### src/rtl/regfile_write_scheduler.sv
// Register-file write scheduler: round-robin arbitration of two writeback
// requesters onto the single write port, a registered output stage, and a
// busy-register scoreboard that drives the read-stall signal.
// Optional feature macro: REGFILE_SCHED_FWD_EN adds Fwd1/Fwd2 bypass outputs
// and removes the stall for a source being written in the current cycle.
module regfile_write_scheduler #(
  parameter int unsigned ADDR_W   = 5,
  parameter int unsigned DATA_W   = 32,
  parameter int unsigned NUM_REGS = 32
) (
  input  logic                clk,
  input  logic                rst_n,
  input  logic                ReqA_valid,
  output logic                ReqA_ready,
  input  logic [ADDR_W-1:0]   ReqA_reg,
  input  logic [DATA_W-1:0]   ReqA_data,
  input  logic                ReqB_valid,
  output logic                ReqB_ready,
  input  logic [ADDR_W-1:0]   ReqB_reg,
  input  logic [DATA_W-1:0]   ReqB_data,
  input  logic                Reserve_valid,
  input  logic [ADDR_W-1:0]   Reserve_reg,
  input  logic [ADDR_W-1:0]   ReadReg1,
  input  logic [ADDR_W-1:0]   ReadReg2,
  output logic                Stall,
  output logic                RegWrite,
  output logic [ADDR_W-1:0]   WriteReg,
  output logic [DATA_W-1:0]   WriteData,
  output logic [NUM_REGS-1:0] Busy
`ifdef REGFILE_SCHED_FWD_EN
  ,
  output logic                Fwd1,
  output logic                Fwd2
`endif
);

  // prio_q = 0 prefers A on contention, 1 prefers B.
  logic                prio_q, prio_d;
  logic                reg_write_q, reg_write_d;
  logic [ADDR_W-1:0]   write_reg_q, write_reg_d;
  logic [DATA_W-1:0]   write_data_q, write_data_d;
  logic [NUM_REGS-1:0] busy_q, busy_d;

  logic hs_a;
  logic hs_b;
  logic src1_pend;
  logic src2_pend;

  // Round-robin ready generation; at most one handshake per cycle.
  always_comb begin
    ReqA_ready = ~(ReqB_valid & prio_q);
    ReqB_ready = ~(ReqA_valid & ~prio_q);
    hs_a       = ReqA_valid & ReqA_ready;
    hs_b       = ReqB_valid & ReqB_ready;
  end

  // Next-state: priority flip, output-stage load, scoreboard update.
  always_comb begin
    prio_d       = prio_q;
    reg_write_d  = 1'b0;
    write_reg_d  = write_reg_q;
    write_data_d = write_data_q;
    busy_d       = busy_q;

    // Contention hands priority to the requester that just lost.
    if (ReqA_valid && ReqB_valid) begin
      prio_d = ~prio_q;
    end

    // Writes to register 0 are accepted but never enable the port.
    if (hs_a) begin
      write_reg_d  = ReqA_reg;
      write_data_d = ReqA_data;
      reg_write_d  = (ReqA_reg != '0);
    end else if (hs_b) begin
      write_reg_d  = ReqB_reg;
      write_data_d = ReqB_data;
      reg_write_d  = (ReqB_reg != '0);
    end

    // Commit clears first so a same-edge reserve of that register wins.
    if (reg_write_q) begin
      busy_d[write_reg_q] = 1'b0;
    end
    if (Reserve_valid) begin
      busy_d[Reserve_reg] = 1'b1;
    end
    busy_d[0] = 1'b0;
  end

  // State registers with synchronous active-low reset.
  always_ff @(posedge clk) begin
    if (!rst_n) begin
      prio_q       <= 1'b0;
      reg_write_q  <= 1'b0;
      write_reg_q  <= '0;
      write_data_q <= '0;
      busy_q       <= '0;
    end else begin
      prio_q       <= prio_d;
      reg_write_q  <= reg_write_d;
      write_reg_q  <= write_reg_d;
      write_data_q <= write_data_d;
      busy_q       <= busy_d;
    end
  end

  // Source-pending detection for the two read ports.
  always_comb begin
    src1_pend = busy_q[ReadReg1] & (ReadReg1 != '0);
    src2_pend = busy_q[ReadReg2] & (ReadReg2 != '0);
  end

`ifdef REGFILE_SCHED_FWD_EN
  // Bypass the value being committed this cycle instead of stalling on it.
  always_comb begin
    Fwd1  = reg_write_q & (write_reg_q != '0) & (write_reg_q == ReadReg1);
    Fwd2  = reg_write_q & (write_reg_q != '0) & (write_reg_q == ReadReg2);
    Stall = (src1_pend & ~Fwd1) | (src2_pend & ~Fwd2);
  end
`else
  // Stall while any non-zero source register is still pending.
  always_comb begin
    Stall = src1_pend | src2_pend;
  end
`endif

  assign RegWrite  = reg_write_q;
  assign WriteReg  = write_reg_q;
  assign WriteData = write_data_q;
  assign Busy      = busy_q;

endmodule

### config.mk
export PLATFORM = sky130hd
export DESIGN_NAME = regfile_write_scheduler
export DESIGN_NICKNAME = d
export VERILOG_FILES = /design/src/rtl/regfile_write_scheduler.sv
export SDC_FILE = /design/constraint.sdc
export NUM_CORES = 1
export LEC_CHECK = 0
export BUFFER_PORTS_ARGS = -buffer_cell sky130_fd_sc_hd__buf_2
export CAP_MARGIN = 20
export CORE_MARGIN = 8
export CORE_UTILIZATION = 30
export DETAILED_ROUTE_END_ITERATION = 12
export GPL_TIMING_DRIVEN = 0
export PLACE_DENSITY = 0.63
export SLEW_MARGIN = 40
export SYNTH_ARGS = -nofsm -noshare
export SYNTH_HDL_FRONTEND = slang
export SYNTH_SLANG_ARGS = --single-unit
### constraint.sdc
create_clock -name clk -period 2.23 [get_ports clk]
set_clock_uncertainty 0.2 [all_clocks]
set_input_delay 0.446 -clock clk [delete_from_list [all_inputs] [get_ports clk]]
set_output_delay 0.446 -clock clk [all_outputs]
set_load 0.02 [all_outputs]
==> results.tsv <==
metric	value	unit
Mapped Cells	393	
Mean Syn Cell Area	9.558	um^2
synthesized area	0.003756	mm^2
relative slew slack	54.28	%
hpwl dp	10.59	mm
ant diodes	0	
Post-synth top cells	nand2_1, dfxtp_1, mux2i_1	
I/O Pins	167	
Hold Fails Final Rpt	0	
dpl cells	726	
static leakage	2.631	nW
largest net degree at the start of global routing	11	
root buffer cell	clkbuf_16	
Overall Power	3.317	mW
WL final	13.36	mm
htree depth	3	
vias in the first global route	4100	
Finished Cell Area	0.005162	mm^2
violated checks	negative setup slack	
kind of critical path	flip-flop to output port	
FP Rows	41	
Synth area leader	dfxtp_1	
Detailed Route Iter0 Violations	131	
initial antenna violation count	0	
Power Dens Cells	642.6	mW/mm^2
hold buffer count at CTS	0	
# clock sinks	70	
Mapped Nets	487	
Yosys warnings	0	
Synth top area share	37.31	%
drt drc	0	
synth unique cells	44	
GRT Residual Overflow	0	
CP required	1580	ps
max-slew violations	0	
Synth area leaders	dfxtp_1, mux2i_1, o211a_1	
post-synthesis sequential area ratio	37.31	%
min Tclk post-route	2566	ps
die extent in x	127.9	um
Top FF cell, synth	dfxtp_1	
Die ar.	0.01636	mm^2
Die Y-Extent	127.9	um
post-DR vias/cell	5.015	
status	finished with violations	
Worst VDD drop	0.3438	mV
Peak Freq	0.3898	GHz
global-route wire length before repair	21.38	mm
wire length per cell	17.84	um
Core Area	0.01241	mm^2
Critical Path AT	1920	ps
Non-Filler Instances	749	
Max FO, Critical Path	4	
most frequent cell after synthesis	nand2_1	
CTS tree	built	
Critical Path Start Type	flip-flop	
routability cong.	0.8501	
GRT Overall Usage	16.50	%
CTS Buffer Depth	2	
FF+latch count, synth	70	
EDFF count, synth	0	
Crit. End Element	output port	
DR pass1 iterations	6	
setup ws final	-335.5	ps
layout cells sized above 1	37.44	%
cts bufs inserted	9	
Tightest Pin Transition	683.2	ps
Clock Latency Late Sink	330	ps
Max Cap Viol	0	
Tcrit/Tclk final	115.0	%
Final ANT Viol Nets	0	
smallest hold slack	261.9	ps
asr flop ratio synth	0	%
initial core utilization	30.26	%
filler instances	1239	
nets	667	
DR vias	3756	
CTS clk-pin slew, worst paths	60	ps
Hold WC Path Type	input port to flip-flop	
# setup viols final	1	
synthesis-to-layout area growth	37.44	%
placed inst area	0.004810	mm^2
number of I/O port buffers	161	
RSZ-0062 raised after global routing	yes	
[stage by stage]
stage	setup WS [ps]	util [%]	setup TNS, ps
6_report	-335.5	41.58	-335.5
5_1_grt	-455.1	41.58	-455.1
4_1_cts	-394.6	41.54	-394.6
3_5_place_dp	-427.0	38.74	-462.0
3_3_place_gp	-349.5	38.70	-349.5
2_1_floorplan	-71.29	-	-71.29
[area by class of cell]
cell class | instances | area, um^2 | area share [%]
multi-input combinational | 292 | 2202 | 42.66
sequential | 70 | 1411 | 27.34
timing repair buffer | 169 | 878.3 | 17.01
clock buffer | 14 | 264.0 | 5.114
tap | 172 | 215.2 | 4.169
buffer | 29 | 178.9 | 3.466
inverter | 2 | 7.507 | 0.1454
clock inverter | 1 | 5.005 | 0.09695
[kinds of logic (layout without fill, tap and decap cells)]
logic type,Yosys count,after routing,synth area share [%]
muxes,58,58,20.12
other,1,1,0.09984
AOI/OAI and AO/OA,113,113,23.02
and+or+nand+nor,119,119,15.12
buffers and inverters,31,215,4.097
xor gates and xnor gates,1,1,0.2332
DFF,70,70,37.31
[routing by layer]
metal / share of wire [%] / GRT usage [%] / vias up
met5: 0 / 0 / -
met4: 1.7 / 6.434 / 0
met3: 10 / 5.782 / 15
met2: 45 / 26.82 / 164
met1: 43 / 19.49 / 1773
li1: - / - / 1804
[placed cells by master, fill, tap and decap left out, types with 3 or more instances in the layout]
| cell type | n |
|---|---|
| a21boi_0 | 24 |
| a21boi_1 | 8 |
| buf_12 | 3 |
| buf_2 | 161 |
| buf_4 | 12 |
| clkbuf_1 | 23 |
| clkbuf_16 | 9 |
| dfxtp_1 | 62 |
| dfxtp_2 | 8 |
| mux2_2 | 6 |
| mux2i_1 | 40 |
| mux4_1 | 4 |
| mux4_2 | 7 |
| nand2_1 | 76 |
| nand2b_1 | 3 |
| nand3_1 | 3 |
| nand3b_1 | 6 |
| nor2_1 | 6 |
| nor2b_1 | 3 |
| nor3b_1 | 5 |
| o211a_1 | 37 |
| o21ai_0 | 32 |
[worst max-delay path: stages (launching register included)]
cell and delay, ps:
dfxtp_2 330, mux4_2 470, mux2i_2 190, nor3b_1 80, a311oi_1 220, nand4_1 130
buf_4 170
[state kept, by name, indices dropped and copies added (netlist names)]
register and cells:
Busy 31, prio_q 1, WriteData 32, RegWrite 1
WriteReg 5
[power by group]
part / internal (mW) / switching (mW) / leakage, nW
Sequential: 1.32 / 0.0439 / 0.579
Clock: 0.807 / 0.513 / 0.133
Combinational: 0.277 / 0.356 / 1.92
Total: 2.40 / 0.913 / 2.63
[final timing paths]
path / start / to / slack (ps) / cells after the start
max: Busy[10] / Stall / -340 / 6
min: ReqB_data[20] / WriteData[20] / 260 / 4
max reg2reg: prio_q / WriteReg[2] / 270 / 7
min reg2reg: WriteData[11] / WriteData[11] / 290 / 1
[timing repair]
item / 4_1_cts / 5_1_grt
pin swaps: 3 / 2
hold endpoints to repair: 0 / 0
setup endpoints to repair: 1 / 1
buffers inserted: 8 / 0
gates resized for setup: 13 / 2
No activity file was read; power rests on OpenSTA's default activity.
